--- src/rtl/seq_pkg.sv ---
// Shared definitions for the sequence generator/detector family.
package seq_pkg;

  typedef enum logic [1:0] {
    IDLE = 2'b00,
    SEND = 2'b01,
    GAP  = 2'b10
  } seq_state_e;

  localparam logic [3:0] SEQ_DEFAULT_PAT = 4'b0011;
  localparam logic       SEQ_IDLE_LVL    = 1'b1;

endpackage

--- src/rtl/seq_pat_shifter.sv ---
// Parallel-load, MSB-first shift register; exposes the MSB it will hold after this edge.
module seq_pat_shifter #(
  parameter int unsigned PAT_W = 4
) (
  input  logic             clk,
  input  logic             rst,
  input  logic             load,
  input  logic             shift,
  input  logic [PAT_W-1:0] din,
  output logic             msb_nxt
);

  logic [PAT_W-1:0] sh_q, sh_d;

  always_comb begin
    sh_d = sh_q;
    if (load) begin
      sh_d = din;
    end else if (shift) begin
      sh_d = {sh_q[PAT_W-2:0], 1'b0};
    end
  end

  assign msb_nxt = sh_d[PAT_W-1];

  always_ff @(posedge clk) begin
    if (rst) begin
      sh_q <= '0;
    end else begin
      sh_q <= sh_d;
    end
  end

endmodule

--- src/rtl/seq_pattern_gen.sv ---
// Serial pattern transmitter: programmable pattern sent MSB-first, repeated with an idle gap.
module seq_pattern_gen #(
  parameter int unsigned      PAT_W    = 4,
  parameter logic [PAT_W-1:0] PATTERN  = PAT_W'(seq_pkg::SEQ_DEFAULT_PAT),
  parameter int unsigned      CNT_W    = 8,
  parameter int unsigned      GAP_W    = 4,
  parameter logic             IDLE_LVL = seq_pkg::SEQ_IDLE_LVL
) (
  input  logic             clk,
  input  logic             rst,
  input  logic             start,
  input  logic [CNT_W-1:0] rep_cnt,
  input  logic [GAP_W-1:0] gap_len,
  input  logic             pat_wr,
  input  logic [PAT_W-1:0] pat_in,
  input  logic             abort,
  output logic             x,
  output logic             x_vld,
  output logic             busy,
  output logic             done
);

  import seq_pkg::*;

  localparam int unsigned      IDX_W    = $clog2(PAT_W);
  localparam logic [IDX_W-1:0] LAST_IDX = IDX_W'(PAT_W - 1);

  seq_state_e       state_q, state_d;
  logic [IDX_W-1:0] bit_q, bit_d;
  logic [CNT_W-1:0] rem_q, rem_d, rem_dec;
  logic [GAP_W-1:0] glen_q, glen_d;
  logic [GAP_W-1:0] gcnt_q, gcnt_d;
  logic [PAT_W-1:0] pat_q, pat_d;
  logic             x_q, x_d;
  logic             x_vld_q, x_vld_d;
  logic             busy_q, busy_d;
  logic             done_q, done_d;

  logic             sh_load, sh_shift;
  logic [PAT_W-1:0] sh_din;
  logic             sh_msb_nxt;

  seq_pat_shifter #(.PAT_W(PAT_W)) u_shifter (
    .clk     (clk),
    .rst     (rst),
    .load    (sh_load),
    .shift   (sh_shift),
    .din     (sh_din),
    .msb_nxt (sh_msb_nxt)
  );

  assign rem_dec = rem_q - CNT_W'(1);

  always_comb begin
    state_d  = state_q;
    bit_d    = bit_q;
    rem_d    = rem_q;
    glen_d   = glen_q;
    gcnt_d   = gcnt_q;
    pat_d    = pat_q;
    done_d   = 1'b0;
    sh_load  = 1'b0;
    sh_shift = 1'b0;
    sh_din   = pat_q;

    unique case (state_q)
      IDLE: begin
        if (!abort) begin
          // A same-cycle write feeds the shifter directly so the new pattern is sent.
          if (pat_wr) begin
            pat_d  = pat_in;
            sh_din = pat_in;
          end
          if (start && (rep_cnt != '0)) begin
            state_d = SEND;
            rem_d   = rep_cnt;
            glen_d  = gap_len;
            bit_d   = LAST_IDX;
            sh_load = 1'b1;
          end
        end
      end
      SEND: begin
        if (bit_q == '0) begin
          rem_d = rem_dec;
          if (rem_dec == '0) begin
            state_d = IDLE;
            done_d  = 1'b1;
          end else if (glen_q != '0) begin
            state_d = GAP;
            gcnt_d  = glen_q;
          end else begin
            bit_d   = LAST_IDX;
            sh_load = 1'b1;
          end
        end else begin
          bit_d    = bit_q - IDX_W'(1);
          sh_shift = 1'b1;
        end
      end
      GAP: begin
        gcnt_d = gcnt_q - GAP_W'(1);
        if (gcnt_q == GAP_W'(1)) begin
          state_d = SEND;
          bit_d   = LAST_IDX;
          sh_load = 1'b1;
        end
      end
      default: state_d = IDLE;
    endcase

    if (abort && (state_q != IDLE)) begin
      state_d  = IDLE;
      done_d   = 1'b0;
      sh_load  = 1'b0;
      sh_shift = 1'b0;
      rem_d    = '0;
      gcnt_d   = '0;
      bit_d    = '0;
    end
  end

  always_comb begin
    x_vld_d = (state_d == SEND);
    busy_d  = (state_d != IDLE);
    x_d     = (state_d == SEND) ? sh_msb_nxt : IDLE_LVL;
  end

  always_ff @(posedge clk) begin
    if (rst) begin
      state_q <= IDLE;
      bit_q   <= '0;
      rem_q   <= '0;
      glen_q  <= '0;
      gcnt_q  <= '0;
      pat_q   <= PATTERN;
      x_q     <= IDLE_LVL;
      x_vld_q <= 1'b0;
      busy_q  <= 1'b0;
      done_q  <= 1'b0;
    end else begin
      state_q <= state_d;
      bit_q   <= bit_d;
      rem_q   <= rem_d;
      glen_q  <= glen_d;
      gcnt_q  <= gcnt_d;
      pat_q   <= pat_d;
      x_q     <= x_d;
      x_vld_q <= x_vld_d;
      busy_q  <= busy_d;
      done_q  <= done_d;
    end
  end

  assign x     = x_q;
  assign x_vld = x_vld_q;
  assign busy  = busy_q;
  assign done  = done_q;

endmodule

--- config.mk ---
export PLATFORM = sky130hd
export DESIGN_NAME = seq_pattern_gen
export DESIGN_NICKNAME = d
export VERILOG_FILES = /design/src/rtl/seq_pkg.sv /design/src/rtl/seq_pat_shifter.sv /design/src/rtl/seq_pattern_gen.sv
export SDC_FILE = /design/constraint.sdc
export NUM_CORES = 1
export LEC_CHECK = 0
export BUFFER_PORTS_ARGS = -buffer_cell sky130_fd_sc_hd__buf_2
export CORE_MARGIN = 5
export CORE_UTILIZATION = 51
export DETAILED_ROUTE_END_ITERATION = 10
export PLACE_DENSITY = 0.75
export RECOVER_POWER = 50
export SLEW_MARGIN = 20
export SYNTH_ARGS = -nofsm -noshare
export SYNTH_HDL_FRONTEND = slang
export SYNTH_SLANG_ARGS = --single-unit
--- constraint.sdc ---
create_clock -name clk -period 2.18 [get_ports clk]
set_input_delay 0 -clock clk [delete_from_list [all_inputs] [get_ports clk]]
set_output_delay 0 -clock clk [all_outputs]
set_load 0.01 [all_outputs]
# Word level (Yosys, flattened, before mapping)
# Cells that the tools add are included.
[classes]
addsub = 3
eq_ne = 12
muxes = 40
bitwise_logic = 4
n_reduce_logical = 20
[op_table]
columns = ["op", "n"]
rows = [
  ["$mux 4", 8],
  ["$mux 2", 13],
  ["$mux 8", 3],
  ["$pmux 8 s2", 1],
  ["$ne 2x2->1 const B", 6],
  ["$pmux 2 s3", 2],
  ["$mux 1", 11],
  ["$reduce_bool 2->1", 5],
  ["$logic_not 8->1", 1],
  ["$pmux 4 s2", 1],
  ["$reduce_and 4->1", 2],
  ["$reduce_bool 8->1", 1],
  ["$sub 8x1->8 const B", 1],
  ["$ne 3x3->1 const B", 2],
  ["$reduce_and 6->1", 1],
  ["$eq 2x1->1 const B", 2],
  ["$eq 4x1->1 const B", 1],
  ["$logic_not 2->1", 2],
  ["$not 1->1", 4],
  ["$reduce_bool 4->1", 1],
  ["$reduce_or 2->1", 2],
  ["$reduce_or 4->1", 1],
  ["$sub 4x1->4 const B", 1],
  ["$pmux 1 s3", 1],
  ["other kinds (5)", 6],
]
[word_totals]
reg_bits = 32
input_bits = 21
out_inout_bits = 4
wordCells = 91

# Depth between registers and ports, before layout
# Gate-level depths: netlist of run 1.
[logic_depth]
ltp_word = 9
depth_mapped = 8
depth_no_buf = 7

# Hierarchy
# From an unflattened synthesis of run 1, not the netlist that was laid out.
[hier_totals]
hier_cells = 198
hier_area_um2 = 1750.4
[by_module_without_submodules]
columns = ["mod", "n_inst", "cells_each", "area_each_um2", "seq_area_each_um2"]
rows = [
  ["seq_pattern_gen", 1, 180, 1572.8, 560.5],
  ["seq_pat_shifter", 1, 18, 177.7, 80.1],
]

# Worst setup path before layout of run 1
# No wires, ideal clock.
[synth_timing]
path_kind = "reg-to-reg"
startpoint = "reg rem_q[1]"
endpoint = "reg x_q, in the netlist x"
setup_ps = 128
t_arrival_ps = 1930
required_ps = 2052
slack_ps = 122
path_stages_with_launch = 9
path_buffers = 1
period_less_slack_ps = 2058
cell_sequence = "dfxtp_1 > inv_1 > ha_1 > nand2b_4 > or4b_4 > and3_4 > buf_6 > a2111oi_4 > mux2i_1"
[synth_via]
elab_chain_len = 9
word_cells_on_any_way = 14
classes_between = "add/sub: 1; eq/ne: 1; mux: 9; bitwise: 1; reduce/logical: 2"
[synth_lines]
columns = ["element", "line", "source"]
rows = [
  ["start: declaration", "seq_pattern_gen.sv:30", "logic [CNT_W-1:0] rem_q, rem_d, rem_dec;"],
  ["start signal: assignment", "seq_pattern_gen.sv:144", "rem_q <= rem_d;"],
  ["$sub 8x1->8 (*)", "seq_pattern_gen.sv:52", "assign rem_dec = rem_q - CNT_W'(1);"],
  ["$logic_not 8->1 (*)", "seq_pattern_gen.sv:86", "if (rem_dec == '0) begin"],
  ["$mux 2", "seq_pattern_gen.sv:86", ""],
  ["$mux 2", "seq_pattern_gen.sv:84", "if (bit_q == '0) begin"],
  ["$pmux 2 s3", "seq_pattern_gen.sv:66", "unique case (state_q)"],
  ["$mux 2", "seq_pattern_gen.sv:112", "if (abort && (state_q != IDLE)) begin"],
  ["$eq 2x1->1", "seq_pattern_gen.sv:126", "x_d = (state_d == SEND) ? sh_msb_nxt : IDLE_LVL;"],
  ["$not 1->1 (no source line)", "--", ""],
  ["$reduce_or 2->1 (no source line)", "--", ""],
  ["end signal: assignment", "seq_pattern_gen.sv:137", "x_q <= IDLE_LVL;"],
  ["end signal: assignment", "seq_pattern_gen.sv:148", "x_q <= x_d;"],
  ["end: declaration", "seq_pattern_gen.sv:34", "logic x_q, x_d;"],
]
# Mark *: on every way between the ends. The rest lies on a longest branch, timed or not.
# A chain may end at the register's enable or synchronous reset.

# Final worst setup path of run 1
[layout_timing]
startpoint = "reg rem_q[0]"
endpoint = "reg x_q, in the netlist x"
# The elaborated chain is that of the path after synthesis.

==> metrics.md, run 1 <==
| Metric | Value |
|---|---|
| Detailed router's first-iteration violation count | `149` |
| GRT Resource Usage Total | `17.4%` |
| Yosys warning total | `0` |
| Vias in the first global route | `1576` |
| DRC | `0` |
| First drt pass iteration count | `4` |
| Largest net degree at the start of global routing | `17` |
| Total wire length | `4090 um` |
| Leakage | `0.000871 uW` |
| Final worst slack | `0.0776 ns` |
| Detailed Place HPWL | `2920 um` |
| CTS H-tree lvls | `2` |
| Area leader, netlist | `dfxtp_1` |
| CP endpoint kind | `flip-flop` |
| P per Cell Area | `690 nW/um^2` |
| Syn Nets | `235` |
| Grt ovf | `0` |
| First-pass GRT wire length | `6980 um` |
| CTS max path bufs | `2` |
| Vias | `1662` |
| Register area share after synthesis | `35.1%` |
| Startpoint types | `flip-flop` |
| Register bit total from synthesis | `32` |
| CTS buffer count | `5` |
| Final setup violation count | `0` |
| Worst rel slew slack | `60.3%` |
| Synthesized area per cell | `8.73 um^2` |
| Slew Viols, Final | `0` |
| Maxcap violations | `0` |
| CP Class | `flip-flop to flip-flop` |
| Total core area | `3390 um^2` |
| Final Core Density | `64.6%` |
| Combinational Power Share | `25.0%` |
| Row count | `21` |
| R2R Path Start | `rem_q[0]$_SDFFE_PP0P_` |
| Post-CTS setup buffer count | `0` |
| # nets final | `275` |
| Ant. Diodes | `0` |
| Area Growth Syn to Fin | `20.0%` |
| Final worst-path cycle share | `96.4%` |
| Die H | `69.8 um` |
| Synth top area cells | `dfxtp_1 35%, mux2i_1 6.0%, nor2_1 4.1%` |
| Vias/cell | `5.61` |
| Worst skew pair latency | `0.34 ns` |
| Share of the synthesized area in the top cell type | `35.1%` |
| Die X | `69.8 um` |
| Critical Path Source | `rem_q[0]$_SDFFE_PP0P_` |
| Asr flop ratio synth | `0%` |
| Worst min-delay path class | `input pin to flip-flop` |
| Failing checks | `hold timing` |
| Max Clk Rate | `476 MHz` |
| Slew at the pin closest to its max-slew limit | `0.595 ns` |
| Top fanout value on the critical path | `10` |
| Final ANT Viol Nets | `0` |
| Initial Utilization | `53.8%` |
| Min Hold Slack | `-0.00532 ns` |
| Placer congestion estimate | `0.887` |
| Crit path capture | `x$_SDFF_PP1_` |
| RSZ-0062 raised after global routing | `no` |
| Die area | `4870 um^2` |
| Commonest non-fill, non-tap cells in the layout | `32 x dfxtp_1, 20 x nor2_1, 20 x buf_2` |
| CTS tree | `done` |
| Int Pwr | `1050 uW` |
| Reg2Reg Setup Slack | `0.08 ns` |
| Worst slack at placement | `0.0600 ns` |
| Wire per inst | `13.8 um` |
| Commonest non-fill, non-tap cell in the layout | `dfxtp_1` |
| Max Clock Skew | `0.0191 ns` |
| Post-Place Cell Area | `2010 um^2` |
| Clock root buffer master | `clkbuf_4` |
| Psw | `460 uW` |
| Crit path time final | `2.10 ns` |
| Arr. time, crit path | `2.33 ns` |
| Maximum VDD drop | `0.438 mV` |
| Initial antenna violation count | `0` |
| Outcome | `finished, violations left` |
| Clk pwr share | `29.8%` |
| Sequential Power Share | `45.2%` |
| Fin. Hold Viols | `1` |
| Port bufs | `24` |
| CTS sink cnt | `32` |
| Setup total negative slack | `0 ns` |
| Netlist cell types | `55` |
| Share of cells above drive strength 1 | `20.8%` |
| Critical path required time | `2.41 ns` |
| Cell area after layout | `2190 um^2` |
| Switching share of total power | `30.4%` |
| Number of I/O pins | `25` |
| Synth Flop Type | `dfxtp_1` |
| Synth Cell Area | `1820 um^2` |
| Synth Instances | `209` |
| Worst-case reg-to-reg path depth | `7` |
| Worst r2r dst | `x$_SDFF_PP1_` |
| Worst-path clk slew | `0.11 ns` |
| Post-synth EDFFs | `0` |
## stage by stage
step,cells,hold slack (ns),total power [uW]
6_report,296,-0.00532,1510
5_1_grt,296,0.0126,1590
4_1_cts,296,0.00186,1520
3_5_place_dp,276,0.238,1060
3_3_place_gp,276,0.232,1050
2_1_floorplan,209,0.0818,963
## metal layers
metal | GRT usage [%] | share of wire, %
met5 | 0 | 0
met4 | 6.38 | 1.7
met3 | 4.20 | 6.9
met2 | 26.9 | 44
met1 | 23.5 | 47
## worst min-delay path by stage
stage                          start                      to  slack [ns]  depth (start not counted)
after detailed placement  gap_len[1]  glen_q[1]$_SDFFE_PP0P_        0.24                          3
after global placement    gap_len[1]  glen_q[1]$_SDFFE_PP0P_        0.23                          3
after CTS                 rep_cnt[6]   rem_q[6]$_SDFFE_PP0P_       0.002                          3
after global routing      rep_cnt[0]   rem_q[0]$_SDFFE_PP0P_        0.01                          3
after floorplan                  rst     pat_q[2]$_SDFF_PP0_        0.08                          1
final                     rep_cnt[6]   rem_q[6]$_SDFFE_PP0P_      -0.005                          3
## timing repair
action                     in CTS  in global routing
hold buffers                   12                  0
setup endpoints to repair       0                  5
resized for setup               0                  2
hold endpoints to repair        8                  0
## state kept, by name, indices dropped and copies added, names as in the netlist
name            cells
done                1
u_shifter.sh_q      4
glen_q              4
bit_q               2
pat_q               4
busy                1
state_q             2
x_vld               1
rem_q               8
x                   1
gcnt_q              4
## power by group through the flow
stage	logic (uW)	registers, uW	clock network [uW]
2_1_floorplan	281	682	0
3_3_place_gp	359	694	0
3_5_place_dp	361	695	0
4_1_cts	380	682	457
5_1_grt	420	691	481
6_report	377	682	450
## kinds of logic (layout without fill, tap and decap cells)
logic type                 Yosys count  in the layout  synth area share (%)
AOI/OAI and AO/OA                   54             54                  21.9
xor gates and xnor gates             1              1                 0.480
adders and majority gates            5              5                  3.43
buffers and inverters               18             59                  4.53
DFF                                 32             32                  35.1
muxes                               16             16                  9.12
and+or+nand+nor                     83             83                  25.4
## cells in the mapped netlist, drive strengths merged (2+ instances only)
| master | number |
|---|---|
| o31ai | 2 |
| nor3 | 10 |
| and2 | 2 |
| ha | 5 |
| nor2 | 20 |
| nor4 | 2 |
| a21oi | 14 |
| a211oi | 9 |
| o21ai | 12 |
| inv | 6 |
| or3 | 2 |
| a21o | 2 |
| nand3 | 7 |
| nand2b | 5 |
| mux2i | 11 |
| o211ai | 3 |
| clkbuf | 7 |
| dfxtp | 32 |
| a22o | 2 |
| nor2b | 4 |
| o41ai | 2 |
| or4 | 4 |
| nand2 | 18 |
| nor3b | 2 |
| nor4b | 2 |
| mux2 | 5 |
| buf | 5 |
## final cells by class
type	instances	area (um^2)
fillers	297	1200
multi-input cells	159	1100
flip-flops and latches	32	641
repair buffers	45	295
well taps	46	57.6
clock buffers	6	41.3
clock inverters	2	35.0
inverters	6	22.5
## worst max-delay path, stage by stage, from the launching register on
cell and delay [ns]:
dfxtp_1 0.37, inv_1 0.12, ha_2 0.24, nand2b_4 0.08, or4b_4 0.50, and3_4 0.24, a2111oi_4 0.34, mux2i_1 0.10
(Power assumes the default switching activity.)
==> inputs of run 2 (changes only) <==
--- a/config.mk
+++ b/config.mk
@@ -7,8 +7,10 @@
 export LEC_CHECK = 0
 export BUFFER_PORTS_ARGS = -buffer_cell sky130_fd_sc_hd__buf_2
+export CELL_PAD_IN_SITES_DETAIL_PLACEMENT = 1
+export CELL_PAD_IN_SITES_GLOBAL_PLACEMENT = 2
 export CORE_MARGIN = 5
-export CORE_UTILIZATION = 51
+export CORE_UTILIZATION = 31
 export DETAILED_ROUTE_END_ITERATION = 10
-export PLACE_DENSITY = 0.75
+export PLACE_DENSITY_LB_ADDON = 0.1
 export RECOVER_POWER = 50
 export SLEW_MARGIN = 20
==> constraint.sdc (replaced) <==
create_clock -name clk -period 2.18 [get_ports clk]
set_input_delay 0.109 -clock clk [delete_from_list [all_inputs] [get_ports clk]]
set_output_delay 0.109 -clock clk [all_outputs]
set_load 0.01 [all_outputs]
==> metrics.md, run 2 (synthesis results as in run 1) <==
| Metric | Value |
|---|---|
| Crit path time final | `2.07 ns (-0.0299 ns)` |
| Worst r2r dst | `x$_SDFF_PP1_` |
| Critical path required time | `2.36 ns (-0.05 ns)` |
| Share of cells above drive strength 1 | `23.0% (+2.2 points)` |
| Number of I/O pins | `25 (unchanged)` |
| CP Class | `flip-flop to flip-flop` |
| Buf/Inv on CP | `1 (unchanged)` |
| Final Total Pwr | `1550 uW (+2.9%)` |
| Slew Viols, Final | `0 (unchanged)` |
| First drt pass iteration count | `4 (unchanged)` |
| Outcome | `completed` |
| Layout Cells excl Fill | `314 (+6.1%)` |
| Filler Cell Count | `714 (+140%)` |
| Final worst-path cycle share | `95.1% (-1.4 points)` |
| Worst-case reg-to-reg path depth | `7 (unchanged)` |
| RSZ-0062 raised after global routing | `no` |
| GRT Resource Usage Total | `14.6% (-2.9 points)` |
| Maximum VDD drop | `0.264 mV (-40%)` |
| HP Start | `gap_len[1]` |
| Commonest non-fill, non-tap cells in the layout | `32 x dfxtp_1, 20 x nor2_1, 20 x buf_2` |
| Port bufs | `24 (unchanged)` |
| Top fanout value on the critical path | `10 (unchanged)` |
| Wl on met1 | `2340 um (+21%)` |
| Grt ovf | `0 (unchanged)` |
| Leakage | `0.000814 uW (-6.6%)` |
| Worst rel slew slack | `59.2% (-1.1 points)` |
| CTS max path bufs | `2 (unchanged)` |
| Maxcap violations | `0 (unchanged)` |
| Final ANT Viol Nets | `0 (unchanged)` |
| Startpoint types | `flip-flop` |
| DRC | `0 (unchanged)` |
| Total wire length | `5200 um (+27%)` |
| First-pass GRT wire length | `8630 um (+24%)` |
| Top Metal Used | `met4` |
| Total core area | `5820 um^2 (+72%)` |
| CTS H-tree lvls | `2 (unchanged)` |
| Min-Delay Path Depth | `3 (unchanged)` |
| Detailed Place HPWL | `3980 um (+37%)` |
| Area Growth Syn to Fin | `17.1%` |
| Post-Place Cell Area | `2050 um^2 (+2.2%)` |
| Placed insts | `306 (+11%)` |
| Die area | `7520 um^2 (+54%)` |
| Setup total negative slack | `0 ns (unchanged)` |
| Largest net degree at the start of global routing | `17 (unchanged)` |
| Largest Register | `rem_q` |
| Vias/cell | `5.31 (-5.5%)` |
| Cell area after layout | `2140 um^2 (-2.4%)` |
| Die H | `86.7 um (+24%)` |
| # nets final | `264 (-4.0%)` |
| Initial antenna violation count | `0 (unchanged)` |
| CP endpoint kind | `flip-flop` |
| Ant. Diodes | `0 (unchanged)` |
| CP delay by family, top | `simple AND/OR/NAND/NOR gates` |
| Worst-path clk slew | `0.08 ns (-0.03 ns)` |
| Final setup violation count | `0 (unchanged)` |
| Worst skew pair latency | `0.30 ns (-0.04 ns)` |
| Arr. time, crit path | `2.25 ns (-0.08 ns)` |
| Fin. Hold Viols | `0 (-1)` |
| Vias | `1666 (+0.24%)` |
| Number of flip-flops in the largest register | `8 (unchanged)` |
| Wire per inst | `16.6 um (+20%)` |
| Met2 WL | `2630 um (+46%)` |
| Max Clock Skew | `0.00801 ns (-0.0111 ns)` |
| Met3 wire length | `150 um (-47%)` |
| Placer congestion estimate | `0.774 (-13%)` |
| CTS buffer count | `5 (unchanged)` |
| Slowest cell delay on critical path | `0.51 ns (about the same)` |
| Vias in the first global route | `1807 (+15%)` |
| CTS sink cnt | `32 (unchanged)` |
| Detailed router's first-iteration violation count | `39 (-74%)` |
| Max Clk Rate | `483 MHz (+1.4%)` |
| Crit path cell chain | `inv_1 -> ha_4 -> nand2b_4 -> or4b_4 -> and3_4 -> a2111oi_4 -> mux2i_1` |
| Slew at the pin closest to its max-slew limit | `0.612 ns (+0.0169 ns)` |
| R2R Path Start | `rem_q[1]$_SDFFE_PP0P_` |
| Worst min-delay path class | `input pin to flip-flop` |
| Row count | `28 (+33%)` |
| Die X | `86.7 um (+24%)` |
| CTS tree | `done` |
| Clock root buffer master | `clkbuf_8` |
| Slowest-stage cell, CP | `or4b_4` |
| P per Cell Area | `727 nW/um^2 (+5.4%)` |
| Min Hold Slack | `0.0448 ns (+0.0501 ns)` |
| Reg2Reg Setup Slack | `0.11 ns (+0.03 ns)` |
| Commonest non-fill, non-tap cell in the layout | `dfxtp_1` |
| Initial Utilization | `31.4% (-22 points)` |
| Worst Hold Path EP | `glen_q[1]$_SDFFE_PP0P_` |
run 2: area by class of cell:
type | instances | area [um^2] | area share (%)
multi-input cells | 159 | 1100 | 51.7
flip-flops and latches | 32 | 641 | 30.0
repair buffers | 34 | 183 | 8.55
well taps | 75 | 93.8 | 4.39
clock buffers | 5 | 68.8 | 3.22
clock inverters | 3 | 23.8 | 1.11
inverters | 6 | 22.5 | 1.05
run 2: worst max-delay path by stage:
| stage | start | end | slack (ns) | cells past startpoint |
|---|---|---|---|---|
| after floorplan | rem_q[1]$_SDFFE_PP0P_ | x$_SDFF_PP1_ | 0.12 | 8 |
| after global placement | rem_q[0]$_SDFFE_PP0P_ | u_shifter.sh_q[0]$_SDFFE_PP0P_ | 0.08 | 7 |
| after detailed placement | rem_q[1]$_SDFFE_PP0P_ | u_shifter.sh_q[2]$_SDFFE_PP0P_ | -0.01 | 7 |
| after CTS | rem_q[1]$_SDFFE_PP0P_ | x$_SDFF_PP1_ | 0.03 | 7 |
| after global routing | rem_q[1]$_SDFFE_PP0P_ | x$_SDFF_PP1_ | 0.03 | 7 |
| final | rem_q[1]$_SDFFE_PP0P_ | x$_SDFF_PP1_ | 0.11 | 7 |
run 2: worst min-delay path, stage by stage:
cell and delay, ns:
buf_2 0.07, mux2i_1 0.05, nor2_1 0.07
run 2: repair_timing:
action,in CTS,in global routing
buffers inserted,0,0
resized for setup,1,3
setup endpoints to repair,4,7
gates cloned,0,0
hold buffers,0,0
pin swaps,0,0
run 2: report_power, final:
| part | switching, uW | internal, uW |
|---|---|---|
| Combinational | 218 | 170 |
| Sequential | 51.1 | 634 |
| Clock | 253 | 226 |
| Total | 522 | 1030 |
run 2: through the flow:
stage	setup WS [ns]	util [%]
after detailed placement	-0.0137	35.3
after global placement	0.0791	35.3
after CTS	0.0309	36.9
after global routing	0.0260	36.7
final	0.108	36.7
after floorplan	0.122	-
run 2: per-layer routing:
| metal | global-route usage [%] | vias to the layer above |
|---|---|---|
| li1 | - | 823 |
| met1 | 16.8 | 814 |
| met2 | 26.5 | 21 |
| met3 | 2.57 | 8 |
| met4 | 5.67 | 0 |
| met5 | 0 | - |
==> inputs of run 3 (changes only) <==
Settings changed: SETUP_SLACK_MARGIN set to 0.3.
==> metrics.md, run 3 (synthesis results as in run 1) <==
| Metric | Value |
|---|---|
| Leakage | `0.000899 uW (+10%)` |
| Die area | `7520 um^2 (unchanged)` |
| Worst skew pair latency | `0.28 ns (-0.02 ns)` |
| Arr. time, crit path | `2.11 ns (-0.14 ns)` |
| Share of cells above drive strength 1 | `30.9% (+7.9 points)` |
| Final ANT Viol Nets | `0 (unchanged)` |
| GRT Resource Usage Total | `15.7% (+1.2 points)` |
| CTS buffer count | `5 (unchanged)` |
| Detailed Place HPWL | `3780 um (-5.1%)` |
| Placer congestion estimate | `0.826 (+6.7%)` |
| Fin. Hold Viols | `0 (unchanged)` |
| Critical path required time | `2.36 ns (about the same)` |
| Commonest non-fill, non-tap cell in the layout | `dfxtp_1` |
| Slew at the pin closest to its max-slew limit | `0.693 ns (+0.0810 ns)` |
| Startpoint types | `flip-flop` |
| Vias in the first global route | `1810 (+0.17%)` |
| Top fanout value on the critical path | `5 (-5)` |
| Slew Viols, Final | `0 (unchanged)` |
| Filler Cell Count | `709 (-0.70%)` |
| CTS tree | `done` |
| Largest net degree at the start of global routing | `17 (unchanged)` |
| Largest Register | `rem_q` |
| CTS H-tree lvls | `2 (unchanged)` |
| CTS sink cnt | `32 (unchanged)` |
| Reg2Reg Setup Slack | `0.24 ns (+0.13 ns)` |
| Crit path cell chain | `inv_4 -> ha_4 -> nand2b_4 -> or4b_4 -> nand3_4 -> a22o_4 -> mux2_4` |
| Maxcap violations | `0 (unchanged)` |
| Row count | `28 (unchanged)` |
| Area Growth Syn to Fin | `27.6%` |
| Die X | `86.7 um (unchanged)` |
| Die H | `86.7 um (unchanged)` |
| Critical Path Source | `rem_q[0]$_SDFFE_PP0P_` |
| CTS Hold Bufs | `0 (unchanged)` |
| Final Core Density | `40.0% (+3.3 points)` |
| Setup total negative slack | `0 ns (unchanged)` |
| Min Hold Slack | `0.0532 ns (+0.00837 ns)` |
| R2R Path Start | `rem_q[0]$_SDFFE_PP0P_` |
| Max Clock Skew | `0.00675 ns (-0.00125 ns)` |
| First drt pass iteration count | `4 (unchanged)` |
| Slowest cell delay on critical path | `0.54 ns (+0.03 ns)` |
| Worst r2r dst | `u_shifter.sh_q[0]$_SDFFE_PP0P_` |
| Worst-path clk slew | `0.07 ns (about the same)` |
| Commonest non-fill, non-tap cells in the layout | `30 x dfxtp_1, 20 x nor2_1, 19 x buf_2` |
| CP endpoint kind | `flip-flop` |
| RSZ-0062 raised after global routing | `yes` |
| Initial antenna violation count | `0 (unchanged)` |
| First-pass GRT wire length | `9260 um (+7.4%)` |
| Total core area | `5820 um^2 (unchanged)` |
| Initial Utilization | `31.4% (unchanged)` |
| Detailed router's first-iteration violation count | `49 (+26%)` |
| Number of I/O pins | `25 (unchanged)` |
| # nets final | `274 (+3.8%)` |
| Wire per inst | `16.7 um (+1.1%)` |
| Final worst-path cycle share | `88.9% (-6.2 points)` |
| Grt ovf | `0 (unchanged)` |
| Worst rel slew slack | `53.8% (-5.4 points)` |
| P per Cell Area | `732 nW/um^2 (+0.75%)` |
| Vias/cell | `5.31 (+0.17%)` |
| Crit path time final | `1.94 ns (-0.135 ns)` |
| Final setup violation count | `0 (unchanged)` |
| CTS max path bufs | `2 (unchanged)` |
| CP Class | `flip-flop to flip-flop` |
| Vias | `1722 (+3.4%)` |
| Slowest-stage cell, CP | `or4b_4` |
| Maximum VDD drop | `0.254 mV (-4.1%)` |
| Clock root buffer master | `clkbuf_8` |
| Worst-case reg-to-reg path depth | `7 (unchanged)` |
| Total wire length | `5430 um (+4.3%)` |
| Worst min-delay path class | `input pin to flip-flop` |
| DRC | `0 (unchanged)` |
| Number of flip-flops in the largest register | `8 (unchanged)` |
| Port bufs | `24 (unchanged)` |
| Outcome | `completed` |
| Crit path capture | `u_shifter.sh_q[0]$_SDFFE_PP0P_` |
| Ant. Diodes | `0 (unchanged)` |
| Max Clk Rate | `516 MHz (+7.0%)` |
[run 3: layout make-up]
class	instances	area, um^2	area share, %
clock buffers	5	68.8	2.96
inverters	6	27.5	1.18
multi-input cells	160	1190	51.3
clock inverters	3	42.5	1.83
well taps	75	93.8	4.03
flip-flops and latches	32	646	27.7
repair buffers	43	256	11.0
[run 3: per-layer routing]
| metal | part of all wire (%) | vias up | GRT usage [%] | wire (um) |
|---|---|---|---|---|
| met4 | 0.79 | 0 | 3.97 | 43 |
| met5 | 0 | - | 0 | 0 |
| met3 | 3.7 | 4 | 3.14 | 202 |
| li1 | - | 845 | - | - |
| met1 | 46 | 842 | 19.7 | 2490 |
| met2 | 50 | 31 | 27.5 | 2690 |
[run 3: timing repair]
action | CTS | global route
setup endpoints to repair | 12 | 13
gates resized for setup | 8 | 13
pin swaps | 9 | 7
hold endpoints to repair | 0 | 0
setup buffers | 6 | 4
gates cloned | 1 | 0
[run 3: worst min-delay path by stage]
stage	from	endpoint	slack, ns	cells after the start
2_1_floorplan	rst	pat_q[2]$_SDFF_PP0_	0.19	1
3_3_place_gp	gap_len[3]	glen_q[3]$_SDFFE_PP0P_	0.34	3
3_5_place_dp	gap_len[1]	glen_q[1]$_SDFFE_PP0P_	0.35	3
4_1_cts	gap_len[1]	glen_q[1]$_SDFFE_PP0P_	0.05	3
5_1_grt	gap_len[2]	glen_q[2]$_SDFFE_PP0P_	0.08	3
6_report	gap_len[1]	glen_q[1]$_SDFFE_PP0P_	0.05	3
[run 3: critical path, delay by kind of cell (launching register included)]
family	cells	cell delay, ns
buf+inv	1	0.07
mux	1	0.31
compound gates	1	0.18
flops	1	0.37
fa+ha+maj	1	0.16
simple gates	3	0.75
[run 3: per-stage QoR]
step | std cells | power (uW) | setup slack (ns) | instance area, um^2
floorplan | 209 | 975 | 0.236 | 1850
global placement | 305 | 1080 | 0.183 | 2070
detailed placement | 305 | 1090 | 0.112 | 2070
CTS | 320 | 1710 | 0.242 | 2270
global route | 324 | 1810 | 0.162 | 2330
finish | 324 | 1710 | 0.242 | 2330
[run 3: power by group]
part | internal [uW] | switching (uW) | total, uW
sequential | 635 | 59.3 | 694
clock | 338 | 233 | 571
combinational | 200 | 240 | 440
total | 1170 | 532 | 1710
